[src/rtl/mem_access_pkg.sv]
// Shared definitions for the bittyCore memory-access stage.
// Holds bus widths, the load/store opcode encodings, the memory FSM state
// encoding, byte-lane select constants and small opcode-decode helpers.
package mem_access_pkg;

    // Reset level: the core resets while rst is low.
    localparam logic RstEnable = 1'b0;

    localparam int REG_ADDR_W  = 5;
    localparam int REG_W       = 32;
    localparam int ALU_OP_W    = 8;
    localparam int DATA_ADDR_W = 32;

    localparam logic [REG_ADDR_W-1:0] NOPRegAddr = 5'b00000;

    // ALU operation codes seen by this stage
    localparam logic [ALU_OP_W-1:0] EXE_NOP = 8'b0000_0000;
    localparam logic [ALU_OP_W-1:0] EXE_ADD = 8'b0010_0000;
    localparam logic [ALU_OP_W-1:0] EXE_LB  = 8'b1110_0000;
    localparam logic [ALU_OP_W-1:0] EXE_LH  = 8'b1110_0001;
    localparam logic [ALU_OP_W-1:0] EXE_LW  = 8'b1110_0011;
    localparam logic [ALU_OP_W-1:0] EXE_LBU = 8'b1110_0100;
    localparam logic [ALU_OP_W-1:0] EXE_LHU = 8'b1110_0101;
    localparam logic [ALU_OP_W-1:0] EXE_SB  = 8'b1110_1000;
    localparam logic [ALU_OP_W-1:0] EXE_SH  = 8'b1110_1001;
    localparam logic [ALU_OP_W-1:0] EXE_SW  = 8'b1110_1011;

    // Memory FSM encoding
    typedef enum logic [1:0] {
        MemIdle = 2'd0,
        MemBus  = 2'd1,
        MemDone = 2'd2
    } mem_state_t;

    // Byte-lane enables
    localparam logic [3:0] SelByte0  = 4'b0001;
    localparam logic [3:0] SelHalfLo = 4'b0011;
    localparam logic [3:0] SelHalfHi = 4'b1100;
    localparam logic [3:0] SelWord   = 4'b1111;

    function automatic logic is_load_op(input logic [ALU_OP_W-1:0] op);
        return (op == EXE_LB) || (op == EXE_LH) || (op == EXE_LW) ||
               (op == EXE_LBU) || (op == EXE_LHU);
    endfunction

    function automatic logic is_store_op(input logic [ALU_OP_W-1:0] op);
        return (op == EXE_SB) || (op == EXE_SH) || (op == EXE_SW);
    endfunction

endpackage

[src/rtl/mem_access_lane_align.sv]
// mem_lane_align: combinational byte-lane steering for the memory stage.
// Ports:
//   op        in   ALU operation code
//   addr_lo   in   effective address [1:0]
//   reg2      in   store data from the register file
//   rdata_q   in   captured bus read data
//   bus_sel   out  byte-lane enables for the access
//   bus_wdata out  store data replicated onto every candidate lane
//   load_data out  selected lane of rdata_q, sign- or zero-extended
//   misalign  out  access is not naturally aligned
module mem_lane_align
    import mem_access_pkg::*;
(
    input  logic [7:0]  op,
    input  logic [1:0]  addr_lo,
    input  logic [31:0] reg2,
    input  logic [31:0] rdata_q,
    output logic [3:0]  bus_sel,
    output logic [31:0] bus_wdata,
    output logic [31:0] load_data,
    output logic        misalign
);

    function automatic logic [31:0] extend8(input logic [7:0] b, input logic sgn);
        return sgn ? {{24{b[7]}}, b} : {24'b0, b};
    endfunction

    function automatic logic [31:0] extend16(input logic [15:0] h, input logic sgn);
        return sgn ? {{16{h[15]}}, h} : {16'b0, h};
    endfunction

    logic [7:0]  byte_lane;
    logic [15:0] half_lane;

    assign byte_lane = rdata_q[{addr_lo, 3'b000} +: 8];
    assign half_lane = addr_lo[1] ? rdata_q[31:16] : rdata_q[15:0];

    always_comb begin
        bus_sel   = 4'b0000;
        bus_wdata = reg2;
        load_data = rdata_q;
        misalign  = 1'b0;
        case (op)
            EXE_LB, EXE_LBU, EXE_SB: begin
                bus_sel   = SelByte0 << addr_lo;
                bus_wdata = {4{reg2[7:0]}};
                load_data = extend8(byte_lane, op == EXE_LB);
            end
            EXE_LH, EXE_LHU, EXE_SH: begin
                misalign  = addr_lo[0];
                bus_sel   = addr_lo[1] ? SelHalfHi : SelHalfLo;
                bus_wdata = {2{reg2[15:0]}};
                load_data = extend16(half_lane, op == EXE_LH);
            end
            EXE_LW, EXE_SW: begin
                misalign  = |addr_lo;
                bus_sel   = SelWord;
                bus_wdata = reg2;
                load_data = rdata_q;
            end
            default: ;
        endcase
    end

endmodule

[src/rtl/mem_access.sv]
// mem_access: memory-access stage between ex_mem and mem_wb.
// Non-memory ops pass straight through combinationally. Loads and stores run
// one req/ack bus transaction through an IDLE -> BUS -> DONE FSM while
// stall_req holds the upstream pipeline; a BUS_TIMEOUT watchdog abandons
// accesses that never see bus_ack.
// Ports:
//   clk, rst                          clock, async active-low reset
//   wd_i, wreg_i, wdata_i, aluop_i    EX/MEM result bundle
//   mem_addr_i, reg2_i                effective address, store data
//   wd_o, wreg_o, wdata_o             write-back bundle to mem_wb
//   stall_req                         hold IF..EX/MEM, bubble mem_wb
//   bus_req/we/addr/sel/wdata         registered data-bus request
//   bus_rdata, bus_ack                bus response
//   misalign_o, bus_err_o             one-cycle exception pulses
module mem_access
    import mem_access_pkg::*;
#(
    parameter int BUS_TIMEOUT = 255
) (
    input  logic        clk,
    input  logic        rst,
    input  logic [4:0]  wd_i,
    input  logic        wreg_i,
    input  logic [31:0] wdata_i,
    input  logic [7:0]  aluop_i,
    input  logic [31:0] mem_addr_i,
    input  logic [31:0] reg2_i,
    output logic [4:0]  wd_o,
    output logic        wreg_o,
    output logic [31:0] wdata_o,
    output logic        stall_req,
    output logic        bus_req,
    output logic        bus_we,
    output logic [31:0] bus_addr,
    output logic [3:0]  bus_sel,
    output logic [31:0] bus_wdata,
    input  logic [31:0] bus_rdata,
    input  logic        bus_ack,
    output logic        misalign_o,
    output logic        bus_err_o
);

    // Counter value in the final permitted BUS cycle: BUS lasts at most
    // BUS_TIMEOUT cycles counting from 0.
    localparam logic [7:0] TimeoutLast = 8'(BUS_TIMEOUT - 1);

    mem_state_t  state_q, state_d;
    logic [7:0]  cnt_q;
    logic        err_q;
    logic [31:0] rdata_q;

    logic        load_op, store_op, mem_op;
    logic        misalign;
    logic        timeout_hit;
    logic [3:0]  sel_c;
    logic [31:0] wdata_c;
    logic [31:0] load_data;

    assign load_op     = is_load_op(aluop_i);
    assign store_op    = is_store_op(aluop_i);
    assign mem_op      = load_op | store_op;
    assign timeout_hit = (cnt_q == TimeoutLast);

    mem_lane_align u_lane (
        .op        (aluop_i),
        .addr_lo   (mem_addr_i[1:0]),
        .reg2      (reg2_i),
        .rdata_q   (rdata_q),
        .bus_sel   (sel_c),
        .bus_wdata (wdata_c),
        .load_data (load_data),
        .misalign  (misalign)
    );

    // State register
    always_ff @(posedge clk or negedge rst) begin
        if (!rst) begin
            state_q <= MemIdle;
        end else begin
            state_q <= state_d;
        end
    end

    // Next-state logic; bus_ack only matters while in BUS
    always_comb begin
        state_d = state_q;
        case (state_q)
            MemIdle: if (mem_op && !misalign) state_d = MemBus;
            MemBus:  if (bus_ack || timeout_hit) state_d = MemDone;
            MemDone: state_d = MemIdle;
            default: state_d = MemIdle;
        endcase
    end

    // Bus request, timeout counter, error flag and read-data capture
    always_ff @(posedge clk or negedge rst) begin
        if (!rst) begin
            bus_req   <= 1'b0;
            bus_we    <= 1'b0;
            bus_addr  <= 32'h0;
            bus_sel   <= 4'b0000;
            bus_wdata <= 32'h0;
            rdata_q   <= 32'h0;
            cnt_q     <= 8'h0;
            err_q     <= 1'b0;
        end else if (state_q == MemIdle && state_d == MemBus) begin
            bus_req   <= 1'b1;
            bus_we    <= store_op;
            bus_addr  <= {mem_addr_i[31:2], 2'b00};
            bus_sel   <= sel_c;
            bus_wdata <= wdata_c;
            cnt_q     <= 8'h0;
            err_q     <= 1'b0;
        end else if (state_q == MemBus) begin
            if (bus_ack) begin
                rdata_q <= bus_rdata;
                bus_req <= 1'b0;
            end else if (timeout_hit) begin
                bus_req <= 1'b0;
                err_q   <= 1'b1;
            end else begin
                cnt_q   <= cnt_q + 8'd1;
            end
        end
    end

    // Output logic. Reset forces the write-back bundle to a bubble right
    // away, without waiting for a clock edge.
    always_comb begin
        wd_o       = wd_i;
        wreg_o     = wreg_i;
        wdata_o    = wdata_i;
        stall_req  = 1'b0;
        misalign_o = 1'b0;
        bus_err_o  = 1'b0;
        if (rst == RstEnable) begin
            wd_o    = NOPRegAddr;
            wreg_o  = 1'b0;
            wdata_o = 32'h0;
        end else begin
            case (state_q)
                MemIdle: begin
                    if (mem_op) begin
                        wreg_o = 1'b0;
                        if (misalign) misalign_o = 1'b1;
                        else          stall_req  = 1'b1;
                    end
                end
                MemBus: begin
                    stall_req = 1'b1;
                    wreg_o    = 1'b0;
                end
                MemDone: begin
                    if (err_q) begin
                        wreg_o    = 1'b0;
                        bus_err_o = 1'b1;
                    end else if (store_op) begin
                        wreg_o = 1'b0;
                    end else if (load_op) begin
                        wdata_o = load_data;
                    end
                end
                default: ;
            endcase
        end
    end

endmodule

[config.mk]
export PLATFORM = sky130hd
export DESIGN_NAME = mem_access
export DESIGN_NICKNAME = d
export VERILOG_FILES = /design/src/rtl/mem_access_pkg.sv /design/src/rtl/mem_access_lane_align.sv /design/src/rtl/mem_access.sv
export SDC_FILE = /design/constraint.sdc
export NUM_CORES = 1
export LEC_CHECK = 0
export CAP_MARGIN = 20
export CORE_MARGIN = 2
export CORE_UTILIZATION = 50
export DETAILED_ROUTE_END_ITERATION = 6
export DONT_BUFFER_PORTS = 1
export SLEW_MARGIN = 25
export SYNTH_ARGS = -nofsm -noshare
export SYNTH_HDL_FRONTEND = slang
export SYNTH_SLANG_ARGS = --single-unit
[constraint.sdc]
create_clock -name clk -period 5.7 [get_ports clk]
set_input_delay 0.285 -clock clk [delete_from_list [all_inputs] [get_ports clk]]
set_output_delay 0.285 -clock clk [all_outputs]
set_load 0.02 [all_outputs]
==> results.yml <==
outcome:
  status: "completed"
synthesis:
  async_flop_share_pct: 100
  ys_types: 53
  synthCells: 568
  synthAdderAreaFrac_pct: 0.392
  syn_area_per_cell_sq_um: 11.2
  ys_seq_elements: 111
  synth_top_family_by_area: "multiplexers"
  yosysTopAreaCell: "dfrtp_1"
  synth_edf_count: 0
  ys_seq_area_share_pct: 43.5
  synthTopCellsByArea: "dfrtp_1, mux2_2, o21ai_0"
  synth_ff_type: "dfrtp_1"
  synth-warning-count: 0
  netlist_area_sq_mm: 0.00639
  synth_xor_area_share_pct: 0.686
  yosysTopAreaCellShare_pct: 43.5
  synth_compound_area_share_pct: 14.7
  synth.area.mux_share_pct: 27.7
  synthSimpleGateAreaFrac_pct: 8.33
layout:
  area_delta_synth_final_pct: 6.43
  finish.utilization_pct: 54.1
  final_common_cell: "dfrtp_1"
  layout_common_cells: "dfrtp_1, mux2_2, o21ai_0, mux2i_1, nor2b_1"
  design_area_sq_mm: 0.00680
  nets: 685
  drive_gt1_share_pct: 28.0
floorplanning:
  initial_core_util_pct: 50.8
  chipHeight_microns: 117
  core_sq_mm: 0.0126
  io_pins: 256
  die_width_microns: 117
  fp-row-count: 41
  die-area_sq_mm: 0.0137
sta:
  clock.fmax_ghz: 0.300
  maxSlewViolCount: 0
  fin_crit_ns: 3.33
  tns_ns: 0
  finalHoldViolations: 0
  finalSetupViolations: 0
  worstMarginPinSlew_ns: 0.998
  min_period_over_period_pct: 58.5
  fin_skew_ns: 0.00793
  max_slew_margin_pct: 33.5
  rsz0062_at_grt: "no"
cts:
  cts-resized-gates: 0
  clock_sinks: 111
  cts_buffer_depth: 2
  tritoncts: "built"
  cts_buffers: 9
  path_clk_slew_ns: 0.08
  clk_latency_ns: 0.36
  cts.htree.levels: 3
  cts_root_buf: "clkbuf_16"
worst_setup_path:
  r2r_slack_ns: 3.15
  path_cells: "nor3b_1, o2111ai_4, buf_16, a2111o_1, o21ai_0"
  crit_path_max_fanout: 17
  slowest_stage: "a2111o_1"
  critical_path_required_ns: 5.41
  crit_path_max_incr_delay_ns: 0.58
  cp-start-kind: "register"
  critPathKind: "register to output pin"
  arrival_ns: 3.05
  end_kind: "output pin"
pwr:
  clockPowerShare_pct: 26.6
  switching_share_pct: 34.2
  power.switching_mw: 0.839
  intPower_mw: 1.62
  p_leak_nw: 2.91
  p_per_area_mw_per_mm2: 361
  power_frac_comb_pct: 18.0
  pwr-share-seq_pct: 55.3
  vdd_drop_max_v: 0.000224
grt:
  grt_pass1_vias: 4386
  grt_overflow: 0
  grt_max_degree: 112
  grt.total_usage_pct: 23.7
  grt_pass1_wl_microns: 24300
  grt_antenna_before_repair: 2
place:
  place_congestion: 0.873
  dp_hpwl_microns: 11400
  portBuffers: 0
  placed_cell_area_sq_mm: 0.00642
worst_hold_path:
  hold_path_class: "input port to register"
drt:
  vias: 4530
  drc: 0
  vias_per_cell: 6.33
  wl_per_cell_microns: 23.4
  ant_nets: 0
  drt-total-wl_microns: 16700
  first_pass_iters: 5
  drt_iter0_markers: 344
run:
  maxCapViolations: 0
## metrics by stage
stage	power, mW	instances	hold slack [ns]	setup WS, ns
floorplan	1.68	569	-0.0106	3.40
finish	2.46	716	0.0691	2.37
global placement	1.77	696	-0.00641	2.53
detailed placement	1.79	696	-0.00704	2.42
CTS	2.47	714	0.0611	2.27
global route	2.58	715	0.0573	2.18
## worst paths after layout
| path | startpoint | to | cells after the start |
|---|---|---|---|
| hold reg to reg | cnt_q[6]$_DFFE_PN0P_ | cnt_q[6]$_DFFE_PN0P_ | 2 |
| hold / removal | reg2_i[4] | bus_wdata[4]$_DFFE_PN0P_ | 1 |
| setup / recovery | state_q[1]$_DFF_PN0_ | wdata_o[24] | 5 |
| min in group asynchronous | rst | cnt_q[3]$_DFFE_PN0P_ | 2 |
| max in group asynchronous | rst | bus_addr[5]$_DFFE_PN0P_ | 2 |
| setup reg to reg | state_q[0]$_DFF_PN0_ | bus_wdata[14]$_DFFE_PN0P_ | 4 |
## critical path: cells and delay by family, from the launching register on
family          cells  cell delay, ns
compound gates      3            1.38
buf+inv             1            0.33
flops               1            0.46
simple gates        1            0.52
## what timing repair did
action                                 in CTS  in global routing
hold buffers                                2                  0
endpoints found under the hold margin     111                  0
setup buffers                               0                  0
## power groups by stage
stage	Clock (mW)	Sequential [mW]	Combinational (mW)
floorplan	0	1.29	0.390
global placement	0	1.36	0.414
detailed placement	0	1.37	0.427
CTS	0.670	1.36	0.447
global route	0.703	1.39	0.489
finish	0.654	1.36	0.443
## registers in the layout (all words and copies together) (netlist names)
| signal | cells |
|---|---|
| state_q | 2 |
| cnt_q | 8 |
| rdata_q | 32 |
| bus_req | 1 |
| bus_we | 1 |
| err_q | 1 |
| bus_wdata | 32 |
| bus_addr | 30 |
| bus_sel | 4 |
## cells in the mapped netlist, types with 3 or more instances
cell       instances
a2111oi_0          3
a211oi_1          14
a21boi_0          16
a21oi_1           18
a221oi_1           7
a31oi_1            4
and2_1             9
and3_1             8
and4_1             3
buf_2             11
buf_4              9
clkbuf_1          27
dfrtp_1          111
inv_1             10
mux2_2           104
mux2_4             9
mux2i_1           28
mux4_2             8
nand2_1           14
nor2_1            11
nor2b_1           19
nor3_1            14
o211ai_1           3
o21ai_0           68
xnor2_1            5
## cell type report
| cell class | instances | area [sq um] |
|---|---|---|
| Fill cell | 1099 | 5770 |
| Tap cell | 172 | 215 |
| Inverter | 10 | 37.5 |
| Clock buffer | 9 | 225 |
| Multi-Input combinational cell | 397 | 3350 |
| Antenna cell | 1 | 2.50 |
| Timing Repair Buffer | 9 | 110 |
| Clock inverter | 7 | 80.1 |
| Sequential cell | 111 | 2780 |
## routing by layer
layer  GRT usage (%)  part of all wire [%]  up-vias
li1                -                     -     2033
met3            8.24                    10       33
met4            9.41                   2.8        2
met5               0                 0.078        -
met2            37.1                    46      239
met1            30.4                    41     2223
## cells by family (layout without fill, tap and decap cells)
kind of cell	Yosys count	count (layout)
multiplexers	149	149
AO/OA/AOI/OAI	147	147
flip-flops	111	111
AND/OR/NAND/NOR	92	92
buffers and inverters	61	35
XOR/XNOR	5	5
adder cells (fa/ha/maj)	2	2
other	1	3
No activity file was read; power rests on OpenSTA's default activity.
